==> src/rtl/vc_output_scheduler_if.sv <==
// Bundle between the VC buffers / downstream link and vc_output_scheduler.
//   vc_req_i    : head flit of each VC buffer, VC v at [v*FLIT_W +: FLIT_W]
//   vc_ready_o  : one-hot pop strobe back to the VC buffers
//   fout_req_o  : registered outgoing flit
//   fout_resp_i : downstream ready
//   credit_i    : per-VC credit return pulse
//   lock_o      : a packet currently owns the output link
//   lock_vc_o   : VC owning the output link
//   err_o       : sticky protocol/credit error
// master = scheduler side, slave = buffers/link side.
interface vc_output_scheduler_if #(
    parameter int unsigned N_VC   = 3,
    parameter int unsigned FLIT_W = 37
);
    logic [N_VC*FLIT_W-1:0] vc_req_i;
    logic [N_VC-1:0]        vc_ready_o;
    logic [FLIT_W-1:0]      fout_req_o;
    logic                   fout_resp_i;
    logic [N_VC-1:0]        credit_i;
    logic                   lock_o;
    logic [1:0]             lock_vc_o;
    logic                   err_o;

    modport master (
        input  vc_req_i, fout_resp_i, credit_i,
        output vc_ready_o, fout_req_o, lock_o, lock_vc_o, err_o
    );

    modport slave (
        output vc_req_i, fout_resp_i, credit_i,
        input  vc_ready_o, fout_req_o, lock_o, lock_vc_o, err_o
    );
endinterface

==> src/rtl/vc_output_scheduler.sv <==
// Output-side scheduler: round-robin picks one VC buffer for the single
// output link, locks the link from head to tail flit, gates on per-VC
// downstream credits and registers the chosen flit.
// Ports:
//   clk  : clock, rising edge
//   arst : asynchronous active-low reset
//   bus  : vc_output_scheduler_if.master (see interface for signal list)
module vc_output_scheduler #(
    parameter int unsigned N_VC      = 3,
    parameter int unsigned FLIT_W    = 37,
    parameter int unsigned BUF_DEPTH = 4
) (
    input  logic                  clk,
    input  logic                  arst,
    vc_output_scheduler_if.master bus
);
    localparam int unsigned CW = $clog2(BUF_DEPTH + 1);

    localparam logic [0:0] ST_IDLE   = 1'b0;
    localparam logic [0:0] ST_LOCKED = 1'b1;

    localparam logic [1:0] T_SINGLE = 2'b00;
    localparam logic [1:0] T_HEAD   = 2'b01;
    localparam logic [1:0] T_BODY   = 2'b10;
    localparam logic [1:0] T_TAIL   = 2'b11;

    logic [0:0]        state_q,   state_d;
    logic [1:0]        rr_ptr_q,  rr_ptr_d;
    logic [1:0]        lock_vc_q, lock_vc_d;
    logic [FLIT_W-1:0] fout_q,    fout_d;
    logic              err_q,     err_d;
    logic [CW-1:0]     credit_q [N_VC];
    logic [CW-1:0]     credit_d [N_VC];

    logic              out_free_c;
    logic [N_VC-1:0]   cand_c;
    logic              pop_c;
    logic              fwd_c;
    logic [1:0]        pop_vc_c;
    logic [FLIT_W-1:0] sel_flit_c;
    logic [1:0]        sel_type_c;
    logic [N_VC-1:0]   ready_c;

    // Arbitration, lock tracking, output register and credit next-state.
    always_comb begin
        int unsigned idx;
        logic        dec;
        logic        inc;

        state_d    = state_q;
        rr_ptr_d   = rr_ptr_q;
        lock_vc_d  = lock_vc_q;
        fout_d     = fout_q;
        err_d      = err_q;
        pop_c      = 1'b0;
        fwd_c      = 1'b0;
        pop_vc_c   = 2'b00;
        sel_flit_c = '0;
        sel_type_c = 2'b00;
        ready_c    = '0;
        idx        = 0;
        dec        = 1'b0;
        inc        = 1'b0;

        out_free_c = !fout_q[0] || bus.fout_resp_i;

        // Nothing may pop while reset is held, even though state is at reset values.
        for (int unsigned v = 0; v < N_VC; v++) begin
            cand_c[v] = arst && out_free_c && bus.vc_req_i[v*FLIT_W]
                        && (credit_q[v] != '0);
        end

        if (state_q == ST_IDLE) begin
            // First candidate scanning upward from rr_ptr+1 with wrap.
            for (int unsigned i = 1; i <= N_VC; i++) begin
                idx = (32'(rr_ptr_q) + i) % N_VC;
                for (int unsigned v = 0; v < N_VC; v++) begin
                    if (!pop_c && (v == idx) && cand_c[v]) begin
                        pop_c    = 1'b1;
                        pop_vc_c = 2'(v);
                    end
                end
            end
        end else begin
            for (int unsigned v = 0; v < N_VC; v++) begin
                if ((lock_vc_q == 2'(v)) && cand_c[v]) begin
                    pop_c    = 1'b1;
                    pop_vc_c = 2'(v);
                end
            end
        end

        for (int unsigned v = 0; v < N_VC; v++) begin
            if (pop_vc_c == 2'(v)) begin
                sel_flit_c = bus.vc_req_i[v*FLIT_W +: FLIT_W];
                ready_c[v] = pop_c;
            end
        end
        sel_type_c = sel_flit_c[FLIT_W-1 -: 2];

        if (pop_c) begin
            if (state_q == ST_IDLE) begin
                case (sel_type_c)
                    T_SINGLE: begin
                        fwd_c    = 1'b1;
                        rr_ptr_d = pop_vc_c;
                    end
                    T_HEAD: begin
                        fwd_c     = 1'b1;
                        state_d   = ST_LOCKED;
                        lock_vc_d = pop_vc_c;
                    end
                    // Orphan body/tail: drop it, keep arbitration order.
                    default: err_d = 1'b1;
                endcase
            end else begin
                case (sel_type_c)
                    T_BODY: fwd_c = 1'b1;
                    T_TAIL: begin
                        fwd_c    = 1'b1;
                        state_d  = ST_IDLE;
                        rr_ptr_d = lock_vc_q;
                    end
                    // New packet start inside a packet closes the current one.
                    default: begin
                        fwd_c    = 1'b1;
                        err_d    = 1'b1;
                        state_d  = ST_IDLE;
                        rr_ptr_d = lock_vc_q;
                    end
                endcase
            end
        end

        if (fwd_c) begin
            fout_d      = sel_flit_c;
            fout_d[2:1] = pop_vc_c;
        end else if (bus.fout_resp_i) begin
            fout_d[0] = 1'b0;
        end

        // Simultaneous pop and return cancel; overflow returns are dropped.
        for (int unsigned v = 0; v < N_VC; v++) begin
            dec         = fwd_c && (pop_vc_c == 2'(v));
            inc         = bus.credit_i[v];
            credit_d[v] = credit_q[v];
            if (dec && !inc) begin
                credit_d[v] = credit_q[v] - CW'(1);
            end else if (!dec && inc) begin
                if (credit_q[v] == CW'(BUF_DEPTH)) begin
                    err_d = 1'b1;
                end else begin
                    credit_d[v] = credit_q[v] + CW'(1);
                end
            end
        end
    end

    // State and datapath registers.
    always_ff @(posedge clk or negedge arst) begin
        if (!arst) begin
            state_q   <= ST_IDLE;
            rr_ptr_q  <= 2'(N_VC - 1);
            lock_vc_q <= 2'b00;
            fout_q    <= '0;
            err_q     <= 1'b0;
            for (int unsigned v = 0; v < N_VC; v++) begin
                credit_q[v] <= CW'(BUF_DEPTH);
            end
        end else begin
            state_q   <= state_d;
            rr_ptr_q  <= rr_ptr_d;
            lock_vc_q <= lock_vc_d;
            fout_q    <= fout_d;
            err_q     <= err_d;
            for (int unsigned v = 0; v < N_VC; v++) begin
                credit_q[v] <= credit_d[v];
            end
        end
    end

    assign bus.vc_ready_o = ready_c;
    assign bus.fout_req_o = fout_q;
    assign bus.lock_o     = (state_q == ST_LOCKED);
    assign bus.lock_vc_o  = lock_vc_q;
    assign bus.err_o      = err_q;

endmodule

==> src/flat_wrapper.sv <==
// flat-port wrapper written by rule: the top's interface ports become plain ports
module vc_output_scheduler_flat 
#(
    parameter int unsigned N_VC      = 3,
    parameter int unsigned FLIT_W    = 37,
    parameter int unsigned BUF_DEPTH = 4
)
  (clk, arst, bus_vc_req_i, bus_fout_resp_i, bus_credit_i, bus_vc_ready_o, bus_fout_req_o, bus_lock_o, bus_lock_vc_o, bus_err_o);
  vc_output_scheduler_if #(.N_VC(N_VC), .FLIT_W(FLIT_W)) bus_i ();
  input  logic clk;
  input  logic arst;
  input wire logic [$bits(bus_i.vc_req_i)-1:0] bus_vc_req_i;
  input wire logic [$bits(bus_i.fout_resp_i)-1:0] bus_fout_resp_i;
  input wire logic [$bits(bus_i.credit_i)-1:0] bus_credit_i;
  output wire logic [$bits(bus_i.vc_ready_o)-1:0] bus_vc_ready_o;
  output wire logic [$bits(bus_i.fout_req_o)-1:0] bus_fout_req_o;
  output wire logic [$bits(bus_i.lock_o)-1:0] bus_lock_o;
  output wire logic [$bits(bus_i.lock_vc_o)-1:0] bus_lock_vc_o;
  output wire logic [$bits(bus_i.err_o)-1:0] bus_err_o;
  assign bus_i.vc_req_i = bus_vc_req_i;
  assign bus_i.fout_resp_i = bus_fout_resp_i;
  assign bus_i.credit_i = bus_credit_i;
  assign bus_vc_ready_o = bus_i.vc_ready_o;
  assign bus_fout_req_o = bus_i.fout_req_o;
  assign bus_lock_o = bus_i.lock_o;
  assign bus_lock_vc_o = bus_i.lock_vc_o;
  assign bus_err_o = bus_i.err_o;
  vc_output_scheduler #(.N_VC(N_VC), .FLIT_W(FLIT_W), .BUF_DEPTH(BUF_DEPTH)) u_core (.clk(clk), .arst(arst), .bus(bus_i));
endmodule
==> config.mk <==
export PLATFORM = sky130hd
export DESIGN_NAME = vc_output_scheduler_flat
export DESIGN_NICKNAME = d
export VERILOG_FILES = /design/src/rtl/vc_output_scheduler_if.sv /design/src/rtl/vc_output_scheduler.sv /design/src/flat_wrapper.sv
export SDC_FILE = /design/constraint.sdc
export NUM_CORES = 1
export LEC_CHECK = 0
export BUFFER_PORTS_ARGS = -buffer_cell sky130_fd_sc_hd__buf_2
export CAP_MARGIN = 15
export CORE_ASPECT_RATIO = 0.75
export CORE_UTILIZATION = 47
export CTS_BUF_LIST = sky130_fd_sc_hd__clkbuf_16
export DETAILED_ROUTE_END_ITERATION = 6
export PLACE_DENSITY = 0.81
export SLEW_MARGIN = 25
export SYNTH_ARGS = -nofsm -noshare
export SYNTH_HDL_FRONTEND = slang
export SYNTH_SLANG_ARGS = --single-unit
==> constraint.sdc <==
create_clock -name clk -period 4.6 [get_ports clk]
set_clock_uncertainty 0.15 [all_clocks]
set_input_delay 0.46 -clock clk [delete_from_list [all_inputs] [get_ports clk]]
set_output_delay 0.46 -clock clk [all_outputs]
set_load 0.01 [all_outputs]
==> summary.md, run 1 <==
| Metric | Value |
|---|---|
| Post-synth top area cell | dfrtp_1 |
| Core footprint | 6832 µm² |
| 1st-pass router iterations | 4 |
| Finish-stage setup viols | 0 |
| Synth Area in Compound Gates | around 20% |
| Syn. warnings | 0 |
| Type of origin of the critical path | primary input |
| Status | finished clean |
| Worst Tran Pin Value | 838.4 ps |
| Clock sink count | 52 |
| Post-Syn Area | between 3000 and 4000 µm² |
| CTS tree | built |
| Switching pwr | 0.001134 W |
| Clock power share | 13.1% |
| Worst skew pair latency | ~280 ps |
| # port buffers | 154 |
| Sw Ratio | 41.86% |
| Syn Nets | 498 |
| Primary FF master, synth | dfrtp_1 |
| Initial core utilization | 48.63% |
| # fillers | 601 |
| GRT Resource Usage Total | 21.68% |
| DRC | 0 |
| Die area | 7411 µm² |
| Hold Path Class | in -> reg |
| Cts bufs inserted | 5 |
| Synth cell count leaders | nand2_1 (57), dfrtp_1 (48), inv_1 (33) |
| ANT cells | 0 |
| Max frequency | 239.5 MHz |
| Main combinational cell family by area after synthesis | compound AO/OA/AOI/OAI gates |
| Register share of total power | 32.0% |
| Minimum clock period | between 4000 and 5000 ps |
| Slew Limit Fails | 0 |
| Combinational power share | 54.9% |
| Final core utilization | 63.32% |
| DR WL/cell | between 10 and 15 µm |
| Vias in the first global route | 2,954 |
| Post-synth top area share | 36.16% |
| Post-CTS Setup Bufs | 0 |
| Worst R2R End | u_core.credit_q[5]$_DFFE_PN1P_ |
| Dominant cells by area after synthesis | dfrtp_1 (36%), mux2_1 (6.4%), nand2_1 (6.4%) |
| H-tree depth | 2 |
| Hold EP | u_core.bus.fout_req_o[19]$_DFFE_PN0N_ |
| Synth Area in XOR/XNOR | less than 1% |
| Post-Route WL | 8139 µm |
| Via count | 3,256 |
| Die Ht | about 75 µm |
| Worst-path clk slew | 70 ps |
| VDD IR max | approximately 0.00034 V |
| Grt ovf | 0 |
| Post-synthesis adder-cell area fraction | between 4 and 5% |
| Placer congestion estimate | just over 0.9 |
| Crit Reg-Reg Startpoint | u_core.bus.fout_req_o[0]$_DFFE_PN0P_ |
| Count of cell types in the netlist | 52 |
| Post-synth ARST share | 100.0% |
| Worst r2r path cells | 13 |
| Global-route wire length before repair | 12,940 µm |
| Final period util | 90.78% |
| Critical Path End Type | flip-flop |
| FF/Latch Area | 1306 µm² |
| Area added between synthesis and finish | 30.21% |
| Top-count cell post-synth | nand2_1 |
| Pin count of the biggest net entering global routing | 50 |
| Clock root buffer | clkbuf_16 |
| CP Class | in -> reg |
| Post-synthesis register bit count | 52 |
| Hold path startpoint | bus_vc_req_i[19] |
| Power per cell area | 626.0 nW/µm² |
| FP Rows | 26 |
| CP required | 4650 ps |
| RSZ-0062 raised after global routing | no |
| Die X | 99.08 µm |
| Int Power | 0.001574 W |
| Leakage | 2.135 nW |
| Final Hold Fails | 0 |
| DPL Wire Length | 6325 µm |
| Share of layout cells above drive strength 1 | 36.21% |
| Synthesized instance count | 370 |
| Register-to-register path setup slack | between 500 and 600 ps |
| Max Buffers Root-to-Sink | 2 |
| Cells on Worst Hold Path | 3 |
| DR iter-0 viols | ~130 |
| Post-Synth Simple-Gate Area | 16.27% |
| Post-synth EDFFs | 0 |
| Maxcap violations | 0 |
| Sum Neg Setup Slack | 0 ps |
| Final nets | 649 |
| Via density | approximately 5.4 |
| CP Max Fanout | 8 |
| Worst EP arrival | 4230 ps |
| Mux contribution to synthesized area | 12.43% |
| Initial antenna violation count | 0 |
| Syn_area_per_cell | 8.978 µm² |
| Sequential cell area fraction in the yosys report | 39.32% |
| Slew HR | 43.99% |
| Footprint of the multi-input gates | 1810 µm² |
| I/O pin cnt | ~160 |
| Antenna-violating nets left | 0 |
[metrics by stage]
step	area (µm²)	hold WS (ps)	total power (W)	instances	setup slack, ps
global placement	4158	159.4	0.002301	597	613.6
global route	4325	325.4	0.002946	606	51.70
CTS	4309	310.0	0.002727	606	241.1
detailed placement	4158	160.1	0.002354	597	456.6
floorplan	3322	14.41	0.001910	370	778.6
finish	4325	320.9	0.002708	606	424.2
[metal layers]
layer  GRT usage [%]  vias up  part of all wire, %
met5               0        -                    0
met4           4.412        0                 0.59
met3           4.178        4                  6.1
met2           39.39      123                   48
met1           27.59     1516                   45
li1                -     1613                    -
[cells by family (layout without fill, tap and decap cells)]
| family | after synthesis | count (layout) |
|---|---|---|
| xor gates and xnor gates | 3 | 3 |
| AOI/OAI and AO/OA | 93 | 93 |
| DFF | 52 | 52 |
| buffers and inverters | 51 | 203 |
| and+or+nand+nor | 122 | 122 |
| adders and majority gates | 11 | 11 |
| muxes | 38 | 38 |
[registers in the layout (all words and copies together) (netlist names)]
name and flops:
u_core.bus.fout_req_o 37, u_core.credit_q 9, u_core.bus.lock_vc_o 2, u_core.rr_ptr_q 2, u_core.bus.err_o 1, u_core.bus.lock_o 1
[worst max path at each step]
stage	start	end	slack (ps)
floorplan	u_core.bus.fout_req_o[0]$_DFFE_PN0P_	u_core.credit_q[8]$_DFFE_PN1P_	780
global placement	arst	u_core.credit_q[8]$_DFFE_PN1P_	610
detailed placement	bus_fout_resp_i	u_core.credit_q[5]$_DFFE_PN1P_	460
CTS	arst	u_core.credit_q[8]$_DFFE_PN1P_	240
global route	arst	u_core.credit_q[8]$_DFFE_PN1P_	50
finish	arst	u_core.credit_q[8]$_DFFE_PN1P_	420
[power by group through the flow]
stage               sequential [W]  combinational [W]  clock [W]
floorplan                 0.000921           0.000988          0
finish                    0.000868            0.00149   0.000354
detailed placement        0.000871            0.00148          0
global placement          0.000864            0.00144          0
global route              0.000903            0.00166   0.000385
CTS                       0.000868            0.00149   0.000369
[cells in the final DEF, fill, tap and decap left out, drive strengths merged, types with 4 or more instances in the layout]
cell / instances
buf: 159
nand2: 57
dfrtp: 48
inv: 36
nor2: 33
a31oi: 27
mux2: 26
a21oi: 20
o21ai: 13
mux2i: 12
nor3: 11
ha: 8
a22o: 7
clkbuf: 5
nor4: 4
dfstp: 4
or3: 4
[worst max-delay path: stages]
cell           delay, ps
dlygate4sd3_1        510
buf_2                200
nand2_1              160
nor3_4               270
mux2i_1              120
o211a_1              250
or3_1                490
nor3_1               310
and2_1               180
ha_1                 220
inv_1                100
fa_1                 430
a211oi_1             200
a21oi_1               60
o21ai_0              170
o31ai_1              100
[repair_timing]
item	4_1_cts	5_1_grt
setup endpoints to repair	0	1
hold buffers	1	0
endpoints found under the hold margin	3	0
gates resized for setup	0	3
[cell type report]
| type | instances | share of cell area (%) |
|---|---|---|
| Clock buffer | 5 | 2.893 |
| Clock inverter | 3 | 0.3760 |
| Inverter | 35 | 3.037 |
| Multi-Input combinational cell | 267 | 41.86 |
| Sequential cell | 52 | 30.20 |
| Tap cell | 84 | 2.430 |
| Timing Repair Buffer | 160 | 19.21 |
No activity file was read; power rests on OpenSTA's default activity.
==> inputs of run 2 (changes only) <==
--- a/config.mk
+++ b/config.mk
@@ -8,10 +8,10 @@
 export BUFFER_PORTS_ARGS = -buffer_cell sky130_fd_sc_hd__buf_2
 export CAP_MARGIN = 15
 export CORE_ASPECT_RATIO = 0.75
-export CORE_UTILIZATION = 47
+export CORE_UTILIZATION = 46
 export CTS_BUF_LIST = sky130_fd_sc_hd__clkbuf_16
 export DETAILED_ROUTE_END_ITERATION = 6
-export PLACE_DENSITY = 0.81
+export PLACE_DENSITY = 0.8
 export SLEW_MARGIN = 25
 export SYNTH_ARGS = -nofsm -noshare
 export SYNTH_HDL_FRONTEND = slang
==> summary.md, run 2 (synthesized netlist as in run 1, its figures left out) <==
| Metric | Value |
|---|---|
| Status | finished clean |
| Final Hold Fails | 0 (unchanged) |
| Power per cell area | 647.5 nW/µm² (+3.4%) |
| Slew Limit Fails | 0 (unchanged) |
| Final nets | 649 (unchanged) |
| GRT Resource Usage Total | 21.75% (+0.078 points) |
| Clock root buffer | clkbuf_16 |
| Worst skew pair latency | 280 ps (about the same) |
| Hold Path Class | in -> async |
| Maxcap violations | 0 (unchanged) |
| Critical Path End Type | flip-flop |
| Cts hold-fix bufs | 0 (-1) |
| I/O pin cnt | 161 (unchanged) |
| # port buffers | 154 (unchanged) |
| Post-CTS Setup Bufs | 0 (unchanged) |
| Leakage | 2.151 nW (+0.75%) |
| Die X | 100.1 µm (+1.1%) |
| Antenna-violating nets left | 0 (unchanged) |
| Clock sink count | 52 (unchanged) |
| Initial core utilization | 48.17% (-0.46 points) |
| Finish-stage setup viols | 0 (unchanged) |
| Vias in the first global route | 2,872 (-2.8%) |
| CP max stage delay | 550 ps (+40 ps) |
| CP Buf/Inv Count | 1 (-2) |
| Delay-heaviest family, CP | simple AND/OR/NAND/NOR gates |
| Largest register FFs | 37 (unchanged) |
| Final period util | 88.74% (-2.0 points) |
| DPL Wire Length | 6611 µm (+4.5%) |
| Cts bufs inserted | 5 (unchanged) |
| CP cell instances | nor2b_1, nor3_1, mux2i_1, o211a_1, or3_1, nor3_1, and2_1, ha_1, inv_1, fa_1, a211oi_1, a21oi_1, o21ai_0, o31ai_1 |
| Area added between synthesis and finish | 31.49% |
| Die Ht | 75.60 µm (+1.1%) |
| Pin count of the biggest net entering global routing | 53 (+6.0%) |
| Max Buffers Root-to-Sink | 2 (unchanged) |
| Via count | 3,305 (+1.5%) |
| Initial antenna violation count | 0 (unchanged) |
| 1st-pass router iterations | 5 (+1) |
| Post-Route WL | 8627 µm (+6.0%) |
| CP required | 4650 ps (about the same) |
| Worst EP arrival | 4140 ps (-90 ps) |
| Minimum clock period | 4082 ps (-93.85 ps) |
| RSZ-0062 raised after global routing | no |
| Die area | 7569 µm² (+2.1%) |
| Most frequent CP cell | nor3_1 |
| DR WL/cell | 13.94 µm (+3.8%) |
| Most common cell after layout, fill and taps aside | buf_2 |
| ANT cells | 0 (unchanged) |
| Share of layout cells above drive strength 1 | 36.08% (-0.12 points) |
| Placer congestion estimate | 0.8803 (-4.2%) |
| Core footprint | 6897 µm² (+0.95%) |
| DR iter-0 viols | 159 (+20%) |
| H-tree depth | 2 (unchanged) |
| DRC | 0 (unchanged) |
| Slowest cell on crit path | nor3_1 |
| CTS tree | built |
| Commonest non-fill, non-tap cells in the layout | buf_2 (154), nand2_1 (57), dfrtp_1 (48) |
| FP Rows | 26 (unchanged) |
| Type of origin of the critical path | flip-flop |
| Via density | 5.339 (-0.63%) |
| CP Max Fanout | 10 (+2) |
| Global-route wire length before repair | 13,040 µm (+0.75%) |
| Grt ovf | 0 (unchanged) |
| VDD IR max | 0.0003315 V (-2.0%) |
| Worst Tran Pin Value | 713.2 ps (-125.3 ps) |
| Max frequency | 245.0 MHz (+2.3%) |
| Slew HR | 52.02% (+8.0 points) |
| Post-CTS Resized | 0 (unchanged) |
| Worst-path clk slew | 60 ps (about the same) |
| Sum Neg Setup Slack | 0 ps (unchanged) |
| Total power | 0.002828 W (+4.4%) |
| CP Class | reg -> reg |
==> run 2: cell types whose count changed in the layout (fill, tap and decap cells not counted), sizes merged <==
cell,before,now
clkinvlp,1,0
clkinv,1,0
inv,36,35
dlygate4sd3,1,0
buf,159,160
bufinv,0,2
==> run 2: final timing paths <==
path	startpoint	end	slack (ps)	cells past startpoint
max	u_core.bus.fout_req_o[0]$_DFFE_PN0P_	u_core.credit_q[8]$_DFFE_PN1P_	520	14
min	arst	u_core.credit_q[0]$_DFFE_PN0P_	220	2
max reg2reg	u_core.bus.fout_req_o[0]$_DFFE_PN0P_	u_core.credit_q[8]$_DFFE_PN1P_	520	14
min reg2reg	u_core.bus.fout_req_o[5]$_DFFE_PN0N_	u_core.bus.fout_req_o[5]$_DFFE_PN0N_	330	1
max in group asynchronous	arst	u_core.bus.fout_req_o[35]$_DFFE_PN0N_	3640	2
min in group clk	bus_vc_req_i[9]	u_core.bus.fout_req_o[9]$_DFFE_PN0N_	310	3
==> run 2: final cells by class <==
| cell class | instances | area [µm²] |
|---|---|---|
| Clock buffer | 5 | 125.1 |
| Clock inverter | 2 | 60.06 |
| Fill cell | 616 | 2529 |
| Inverter | 35 | 131.4 |
| Multi-Input combinational cell | 267 | 1794 |
| Sequential cell | 52 | 1306 |
| Tap cell | 98 | 122.6 |
| Timing Repair Buffer | 160 | 828.3 |
==> run 2: worst reg2reg max path: cells and delay by family, from the launching register on <==
kind / cells / cell delay (ps)
simple gates: 5 / 1770
compound gates: 5 / 780
fa+ha+maj: 2 / 650
flops: 1 / 380
mux: 1 / 170
buf+inv: 1 / 100
==> run 2: per-layer routing <==
metal  routed length [µm]  global-route usage [%]  vias to the layer above
met4                   43                   3.221                        0
li1                     -                       -                     1608
met5                    0                       0                        -
met3                  468                   3.761                        5
met2                 4263                   39.12                      117
met1                 3852                   28.60                     1575
==> run 2: per-stage QoR <==
step           cell area, µm²  setup slack (ps)  hold slack (ps)  instances  util, %
2_1_floorplan            3322             778.6            14.41        370        -
3_3_place_gp             4183             630.1            312.7        612    60.65
3_5_place_dp             4183             477.4            319.5        612    60.65
4_1_cts                  4368             550.1            249.1        619    63.33
5_1_grt                  4368             174.4            309.5        619    63.33
6_report                 4368             518.0            216.4        619    63.33
==> run 2: report_power, final <==
group          total, W  switching, W  internal (W)
Combinational   0.00151      0.000841      0.000672
Sequential     0.000852      0.000145      0.000706
Clock          0.000463      0.000154      0.000308
Total           0.00283       0.00114       0.00169
